<file path="src/rtl/video_timing_pkg.sv">
// Shared types and reference-mode constants for the video timing receiver.
package video_timing_pkg;

   // Reference 640x480 mode geometry (pixel clock cycles / lines)
   localparam int unsigned H_TOTAL   = 800;
   localparam int unsigned H_ACTIVE  = 640;
   localparam int unsigned V_TOTAL   = 525;
   localparam int unsigned V_ACTIVE  = 480;

   // Default counter width: smallest that holds the reference line length
   localparam int unsigned DEF_CNT_W = $clog2(H_TOTAL);

   // Lock state machine
   typedef enum logic [1:0] {
      UNLOCKED = 2'd0,
      ACQUIRE  = 2'd1,
      LOCKED   = 2'd2
   } vt_state_e;

endpackage

</file>
<file path="src/rtl/sync_edge_detect.sv">
// Multi-flop synchronizer for one asynchronous input, followed by an edge-detect
// flop. Presents either the active-normalised level or a one-cycle leading-edge
// pulse (transition into the active level), selected by LEAD.
module sync_edge_detect #(
   parameter int unsigned STAGES = 2,
   parameter bit          POL    = 1'b0,
   parameter bit          LEAD   = 1'b1
) (
   input  logic clk,
   input  logic rst,
   input  logic din,
   output logic out_c
);

   logic [STAGES-1:0] sync_q;
   logic              prev_q;
   logic              level;

   // Synchronizer chain plus previous-value flop; reset to the active level so
   // an input already active at release never produces a false leading edge.
   always_ff @(posedge clk or posedge rst) begin
      if (rst) begin
         sync_q <= {STAGES{POL}};
         prev_q <= POL;
      end else begin
         sync_q <= {sync_q[STAGES-2:0], din};
         prev_q <= sync_q[STAGES-1];
      end
   end

   // Active-normalised level and leading-edge selection
   always_comb begin
      level = (sync_q[STAGES-1] == POL);
      out_c = LEAD ? (level && (prev_q != POL)) : level;
   end

endmodule

</file>
<file path="src/rtl/video_timing_receiver.sv">
// Sink-side video timing recovery: measures line/frame geometry from received
// hsync/vsync/display_on, locks onto a stable mode and regenerates pixel
// coordinates for the locked stream.
module video_timing_receiver
   import video_timing_pkg::*;
#(
   parameter int unsigned CNT_W       = DEF_CNT_W,
   parameter int unsigned SYNC_STAGES = 2,
   parameter bit          HS_POL      = 1'b0,
   parameter bit          VS_POL      = 1'b0,
   parameter int unsigned LOCK_FRAMES = 2
) (
   input  logic             clk,
   input  logic             rst,
   input  logic             hsync_in,
   input  logic             vsync_in,
   input  logic             de_in,
   output logic             locked,
   output logic             lock_lost,
   output logic             frame_start,
   output logic [CNT_W-1:0] h_total,
   output logic [CNT_W-1:0] h_active,
   output logic [CNT_W-1:0] v_total,
   output logic [CNT_W-1:0] v_active,
   output logic             pix_valid,
   output logic [CNT_W-1:0] x_pos,
   output logic [CNT_W-1:0] y_pos
);

   localparam int unsigned        MATCH_W    = $clog2(LOCK_FRAMES + 1);
   localparam logic [CNT_W-1:0]   CNT_MAX    = {CNT_W{1'b1}};
   localparam logic [MATCH_W-1:0] MATCH_LOCK = MATCH_W'(LOCK_FRAMES);

   logic hs_lead;
   logic vs_lead;
   logic de_lvl;

   sync_edge_detect #(.STAGES(SYNC_STAGES), .POL(HS_POL), .LEAD(1'b1)) u_hs_sync (
      .clk   (clk),
      .rst   (rst),
      .din   (hsync_in),
      .out_c (hs_lead)
   );

   sync_edge_detect #(.STAGES(SYNC_STAGES), .POL(VS_POL), .LEAD(1'b1)) u_vs_sync (
      .clk   (clk),
      .rst   (rst),
      .din   (vsync_in),
      .out_c (vs_lead)
   );

   sync_edge_detect #(.STAGES(SYNC_STAGES), .POL(1'b1), .LEAD(1'b0)) u_de_sync (
      .clk   (clk),
      .rst   (rst),
      .din   (de_in),
      .out_c (de_lvl)
   );

   // Line measurement counters
   logic [CNT_W-1:0] h_cnt;
   logic [CNT_W-1:0] h_de_cnt;
   // Per-frame accumulators
   logic [CNT_W-1:0] v_line_cnt;
   logic [CNT_W-1:0] v_act_cnt;
   logic [CNT_W-1:0] y_cnt;
   logic [CNT_W-1:0] frm_h_tot;
   logic [CNT_W-1:0] frm_h_act;
   logic             first_line;
   logic             frame_bad;
   // Lock FSM
   vt_state_e        state_q;
   vt_state_e        state_nxt;
   logic [MATCH_W-1:0] match_cnt;
   logic [MATCH_W-1:0] match_nxt;
   logic             meas_upd;

   // Combinational view of the line/frame being closed this cycle
   logic             h_sat;
   logic             v_sat;
   logic [CNT_W-1:0] line_len;
   logic [CNT_W-1:0] line_de;
   logic             line_act;
   logic             line_mis;
   logic             line_lock_bad;
   logic [CNT_W-1:0] frm_v_tot_c;
   logic [CNT_W-1:0] frm_v_act_c;
   logic [CNT_W-1:0] frm_h_tot_c;
   logic [CNT_W-1:0] frm_h_act_c;
   logic             frm_bad_acc_c;
   logic             frm_bad_c;
   logic             frm_eq_ref_c;

   // Line close and frame close values; a coincident hsync edge closes its line
   // into the frame that the vsync edge closes.
   always_comb begin
      h_sat         = (h_cnt == CNT_MAX);
      v_sat         = (v_line_cnt == CNT_MAX);
      line_len      = h_cnt + CNT_W'(1);
      line_de       = h_de_cnt + CNT_W'(de_lvl);
      line_act      = (h_de_cnt != '0) || de_lvl;
      line_mis      = hs_lead && !first_line && (line_len != frm_h_tot);
      line_lock_bad = hs_lead && (line_len != h_total);

      frm_v_tot_c = v_line_cnt;
      frm_v_act_c = v_act_cnt;
      frm_h_tot_c = frm_h_tot;
      frm_h_act_c = frm_h_act;
      if (hs_lead) begin
         if (!v_sat) begin
            frm_v_tot_c = v_line_cnt + CNT_W'(1);
         end
         if (line_act && (v_act_cnt != CNT_MAX)) begin
            frm_v_act_c = v_act_cnt + CNT_W'(1);
         end
         if (first_line) begin
            frm_h_tot_c = line_len;
         end
         if (line_act) begin
            frm_h_act_c = line_de;
         end
      end

      frm_bad_acc_c = frame_bad || h_sat || v_sat || line_mis;
      frm_bad_c     = frm_bad_acc_c || (frm_v_tot_c == '0);
      frm_eq_ref_c  = ({frm_h_tot_c, frm_h_act_c, frm_v_tot_c, frm_v_act_c} ==
                       {h_total, h_active, v_total, v_active});
   end

   // Line counters: both clear on the hsync leading edge; h_cnt saturates so a
   // dead hsync is visible as a stuck all-ones count.
   always_ff @(posedge clk or posedge rst) begin
      if (rst) begin
         h_cnt    <= '0;
         h_de_cnt <= '0;
      end else if (hs_lead) begin
         h_cnt    <= '0;
         h_de_cnt <= '0;
      end else begin
         if (!h_sat) begin
            h_cnt <= h_cnt + CNT_W'(1);
         end
         if (de_lvl && (h_de_cnt != CNT_MAX)) begin
            h_de_cnt <= h_de_cnt + CNT_W'(1);
         end
      end
   end

   // Frame accumulators: restart on every vsync leading edge
   always_ff @(posedge clk or posedge rst) begin
      if (rst) begin
         v_line_cnt <= '0;
         v_act_cnt  <= '0;
         y_cnt      <= '0;
         frm_h_tot  <= '0;
         frm_h_act  <= '0;
         first_line <= 1'b1;
         frame_bad  <= 1'b0;
      end else if (vs_lead) begin
         v_line_cnt <= '0;
         v_act_cnt  <= '0;
         y_cnt      <= '0;
         frm_h_tot  <= '0;
         frm_h_act  <= '0;
         first_line <= 1'b1;
         frame_bad  <= 1'b0;
      end else begin
         v_line_cnt <= frm_v_tot_c;
         v_act_cnt  <= frm_v_act_c;
         frm_h_tot  <= frm_h_tot_c;
         frm_h_act  <= frm_h_act_c;
         frame_bad  <= frm_bad_acc_c;
         if (hs_lead) begin
            first_line <= 1'b0;
            if (line_act && (y_cnt != CNT_MAX)) begin
               y_cnt <= y_cnt + CNT_W'(1);
            end
         end
      end
   end

   // Lock FSM next-state, match counting and measurement-update decision
   always_comb begin
      state_nxt = state_q;
      match_nxt = match_cnt;
      meas_upd  = 1'b0;
      case (state_q)
         UNLOCKED: begin
            if (vs_lead) begin
               state_nxt = ACQUIRE;
               match_nxt = '0;
            end
         end
         ACQUIRE: begin
            if (vs_lead) begin
               if (frm_bad_c) begin
                  match_nxt = '0;
               end else begin
                  meas_upd = 1'b1;
                  if (frm_eq_ref_c) begin
                     match_nxt = match_cnt + MATCH_W'(1);
                  end else begin
                     match_nxt = MATCH_W'(1);
                  end
                  if (match_nxt == MATCH_LOCK) begin
                     state_nxt = LOCKED;
                  end
               end
            end
         end
         LOCKED: begin
            if (h_sat || line_lock_bad) begin
               state_nxt = UNLOCKED;
               match_nxt = '0;
            end else if (vs_lead) begin
               meas_upd = !frm_bad_c;
               if (frm_bad_c || !frm_eq_ref_c) begin
                  state_nxt = UNLOCKED;
                  match_nxt = '0;
               end
            end
         end
         default: begin
            state_nxt = UNLOCKED;
            match_nxt = '0;
         end
      endcase
   end

   // FSM state, status pulses and measurement/reference registers
   always_ff @(posedge clk or posedge rst) begin
      if (rst) begin
         state_q     <= UNLOCKED;
         match_cnt   <= '0;
         locked      <= 1'b0;
         lock_lost   <= 1'b0;
         frame_start <= 1'b0;
         h_total     <= '0;
         h_active    <= '0;
         v_total     <= '0;
         v_active    <= '0;
      end else begin
         state_q     <= state_nxt;
         match_cnt   <= match_nxt;
         locked      <= (state_nxt == LOCKED);
         lock_lost   <= (state_q == LOCKED) && (state_nxt != LOCKED);
         frame_start <= vs_lead;
         if (meas_upd) begin
            h_total  <= frm_h_tot_c;
            h_active <= frm_h_act_c;
            v_total  <= frm_v_tot_c;
            v_active <= frm_v_act_c;
         end
      end
   end

   // Regenerated data-enable and coordinates, only while locked
   always_ff @(posedge clk or posedge rst) begin
      if (rst) begin
         pix_valid <= 1'b0;
         x_pos     <= '0;
         y_pos     <= '0;
      end else begin
         pix_valid <= de_lvl && (state_q == LOCKED);
         if (de_lvl && (state_q == LOCKED)) begin
            x_pos <= h_de_cnt;
            y_pos <= y_cnt;
         end
      end
   end

endmodule
</file>
<file path="config.mk">
export PLATFORM = sky130hd
export DESIGN_NAME = video_timing_receiver
export DESIGN_NICKNAME = d
export VERILOG_FILES = /design/src/rtl/video_timing_pkg.sv /design/src/rtl/sync_edge_detect.sv /design/src/rtl/video_timing_receiver.sv
export SDC_FILE = /design/constraint.sdc
export NUM_CORES = 1
export LEC_CHECK = 0
export ABC_AREA = 1
export BUFFER_PORTS_ARGS = -buffer_cell sky130_fd_sc_hd__buf_2
export CORE_MARGIN = 10
export CORE_UTILIZATION = 61
export DETAILED_ROUTE_END_ITERATION = 7
export PLACE_DENSITY = 0.92
export REMOVE_ABC_BUFFERS = 1
export SYNTH_ARGS = -nofsm -noshare
export SYNTH_HDL_FRONTEND = slang
export SYNTH_HIERARCHICAL = 1
export SYNTH_SLANG_ARGS = --single-unit
</file>
<file path="constraint.sdc">
create_clock -name clk -period 8.5 [get_ports clk]
set_input_delay 1.7 -clock clk [delete_from_list [all_inputs] [get_ports clk]]
set_output_delay 1.7 -clock clk [all_outputs]
set_load 0.02 [all_outputs]
</file>
==> flow_metrics.py <==
metrics = {
    "flow_run": {
        "drv_cap": 0,
    },
    "die": {
        "io_pins": 69,
        "num_rows": 43,
        "die_w_um": 139,
        "die_area_um2": 19400,
        "coreArea_um2": 13900,
        "dieHeight_um": 139,
        "initial_core_util_pct": 62.4,
    },
    "clock_tree": {
        "cts_buffers": 17,
        "post-cts-setup-buffers": 0,
        "clkLatencyLatePin_ps": 430,
        "clock_sinks": 148,
        "cts_resized": 0,
        "clkTransAtPathRegs_ps": 60,
        "cts_tree": "built",
        "h-tree-depth": 4,
        "clockRootBuffer": "clkbuf_16",
        "cts_max_path_buffers": 2,
        "cts-hold-fix-buffers": 0,
    },
    "synthesis": {
        "ys_async_sr_fraction_pct": 100,
        "yosys_warnings": 6,
        "postSynthAreaPerCell_um2": 7.36,
        "synth_edf_count": 0,
        "ys_seq_area_share_pct": 42.8,
        "syn-cell-area_um2": 8660,
        "ys.flop_type": "dfrtp_1",
        "synth_cells": 1177,
        "synthDistinctLibCells": 42,
        "ys_seq_elements": 148,
    },
    "place": {
        "dp_hpwl_mm": 14.7,
        "io_buffers": 68,
        "gp_congestion": 0.917,
        "dp_slack_ps": 4890,
    },
    "setup_path": {
        "cp_slowest_stage_delay_ps": 540,
        "endpoint_kind": "flip-flop",
        "worstSetupPathType": "flip-flop to flip-flop",
        "crit_path_start_kind": "flip-flop",
        "cp_common_cell": "nand2_1",
        "arrival_ps": 4080,
        "cp_top_family": "simple AND/OR/NAND/NOR gates",
        "path_max_fanout": 47,
        "cp.required_ps": 8850,
        "crit_chain": "nor2_4 -> buf_4 -> inv_2 -> nor3_1 -> nand2_1 -> nand2_1 -> nand3_1 -> a21oi_1 -> nand3_2 -> nand4_1 -> inv_2 -> nand3_2 -> buf_4 -> nand2_1 -> o21ai_1",
        "cp_num_buf_inv": 4,
        "slowest_stage": "buf_4",
    },
    "final_layout": {
        "final_nets": 1254,
        "layout-area-overhead-vs-synth_pct": 12.4,
        "fillers": 1076,
        "multiInputGateArea_um2": 4160,
        "antenna_cells": 0,
        "regArea_um2": 3710,
        "final_util_pct": 70.2,
        "drive_gt1_share_pct": 15.9,
    },
    "timing": {
        "setup_viol": 0,
        "fmax_mhz": 268,
        "slew_headroom_pct": 29.0,
        "grt_setup_unrepaired": "false",
        "finalMaxSlewViolations": 0,
        "worst_slack_ps": 4760,
        "fin_worst_skew_ps": 13.0,
        "timing.final.crit_share_pct": 43.9,
        "timing.final.crit_period_ps": 3740,
        "tightest_slew_ps": 1070,
        "hold_viol": 0,
        "tns_ps": 0,
    },
    "global_route": {
        "grt_pass1_vias": 7723,
        "antenna_found_initial": 0,
        "grt_pass1_wl_mm": 35.8,
        "gr-total-overflow": 0,
        "track_usage_pct": 21.8,
        "grt_max_degree": 85,
    },
    "drt": {
        "drtPass1Iterations": 6,
        "routed_wl_mm": 21.1,
        "initialDrtViolationCount": 815,
        "drc_errors": 0,
        "ant_nets": 0,
        "viasPerCell": 5.56,
        "vias": 7944,
        "wl_per_cell_um": 14.8,
    },
    "run_status": {
        "status": "completed",
    },
    "power_and_ir_drop": {
        "leakagePower_nw": 4.95,
        "cellPowerDensity_nw_per_um2": 249,
        "ir_worst_vdd_uv": 198,
    },
    "min_path": {
        "min_path_type": "flip-flop to flip-flop",
    },
}
## worst paths after layout
path | start | to | slack (ps) | cells past startpoint
setup / recovery | u_hs_sync/sync_q[1] | h_active[5] | 4760 | 15
hold / removal | u_vs_sync/sync_q[0] | u_vs_sync/sync_q[1] | 350 | 0
setup reg to reg | u_hs_sync/sync_q[1] | h_active[5] | 4760 | 15
hold reg to reg | u_vs_sync/sync_q[0] | u_vs_sync/sync_q[1] | 350 | 0
max in group asynchronous | rst | v_line_cnt[0] | 5670 | 3
min in group asynchronous | rst | u_vs_sync/prev_q | 1180 | 2
## cell usage in the layout, fill, tap and decap left out, types with 2 or more instances in the layout
cell type,synthesis,routed
nor2_4,9,11
dfstp_2,3,3
nand3b_1,12,12
a211oi_1,3,3
a21oi_1,19,19
dfrtp_1,145,145
o21bai_1,2,2
buf_4,2,4
nand3_4,5,5
nor3_1,12,12
buf_2,9,68
clkbuf_16,0,17
nand3_1,103,103
nor2_2,20,18
ha_1,12,12
xor2_1,10,10
o21ai_2,2,2
clkinv_2,0,3
nand4_1,23,23
nor2_1,100,100
nand2_2,27,27
o211ai_1,2,2
nand2_1,354,354
o21ai_0,51,51
xnor2_1,2,2
nand3_2,14,14
o21ai_1,43,43
or2_2,2,2
inv_6,0,2
nand2_4,2,2
inv_1,151,150
bufinv_16,0,6
clkinv_4,0,2
inv_2,9,9
## Yosys cell counts (2+ instances only)
cell type | n | share of area, %
nor2_1 | 100 | 4.3
buf_4 | 2 | 0.17
nor2_2 | 20 | 1.4
clkbuf_1 | 12 | 0.52
nand3_1 | 103 | 5.9
nor3_1 | 12 | 0.69
a211oi_1 | 3 | 0.26
o211ai_1 | 2 | 0.17
xnor2_1 | 2 | 0.20
o21ai_1 | 43 | 2.5
or2_2 | 2 | 0.14
dfstp_2 | 3 | 0.91
inv_2 | 9 | 0.39
xor2_1 | 10 | 1.0
nand2_1 | 354 | 15
nand3_4 | 5 | 1.0
dfrtp_1 | 145 | 42
nand3_2 | 14 | 1.6
o21ai_0 | 51 | 2.9
o21ai_2 | 2 | 0.20
nand2_4 | 2 | 0.26
nor2_4 | 9 | 1.2
ha_1 | 12 | 1.7
nand3b_1 | 12 | 1.0
o21bai_1 | 2 | 0.17
buf_6 | 6 | 0.78
inv_1 | 151 | 6.5
nand4_1 | 23 | 1.7
buf_2 | 9 | 0.52
a21oi_1 | 19 | 1.1
nand2_2 | 27 | 1.9
## worst register-to-register path, stage by stage, from the launching register on
cell,delay (ps)
dfrtp_1,400
nor2_4,100
buf_4,460
inv_2,350
nor3_1,310
nand2_1,80
nand2_1,60
nand3_1,150
a21oi_1,210
nand3_2,110
nand4_1,150
inv_2,50
nand3_2,460
buf_4,550
nand2_1,120
o21ai_1,110
## report_power, final
part	switching [W]	internal, W
clock network	0.000301	0.000558
registers	0.000104	0.000797
logic	0.000443	0.000220
## kinds of logic after synthesis
family / share of synthesized area, %
AOI/OAI and AO/OA: 7.74
and+or+nand+nor: 37.2
xor gates and xnor gates: 1.21
adders and majority gates: 1.73
DFF: 42.8
buffers and inverters: 9.37
## stage by stage
step           total power, W  cell area, µm²  instances  hold slack, ps
2_1_floorplan         0.00137            8460       1146             331
3_3_place_gp          0.00153            9070       1398             335
3_5_place_dp          0.00156            9070       1398             337
4_1_cts               0.00243            9740       1430             349
5_1_grt               0.00256            9740       1430             357
6_report              0.00242            9740       1430             347
## layout make-up
class / count / area share (%)
Clock inverter: 13 / 2.35
Timing Repair Buffer: 72 / 3.80
Sequential cell: 148 / 38.1
Clock buffer: 19 / 4.55
Tap cell: 180 / 2.31
Inverter: 161 / 6.26
Multi-Input combinational cell: 837 / 42.7
## layer usage
| metal | part of all wire, % | vias up | global-route usage, % | wire length (µm) |
|---|---|---|---|---|
| li1 | - | 3860 | - | - |
| met1 | 42 | 3758 | 27.1 | 8940 |
| met2 | 49 | 276 | 35.7 | 10400 |
| met3 | 6.2 | 50 | 5.72 | 1310 |
| met4 | 2.5 | 0 | 7.80 | 521 |
| met5 | 0 | - | 0 | 0 |
Power figures use the tool's default switching activity.
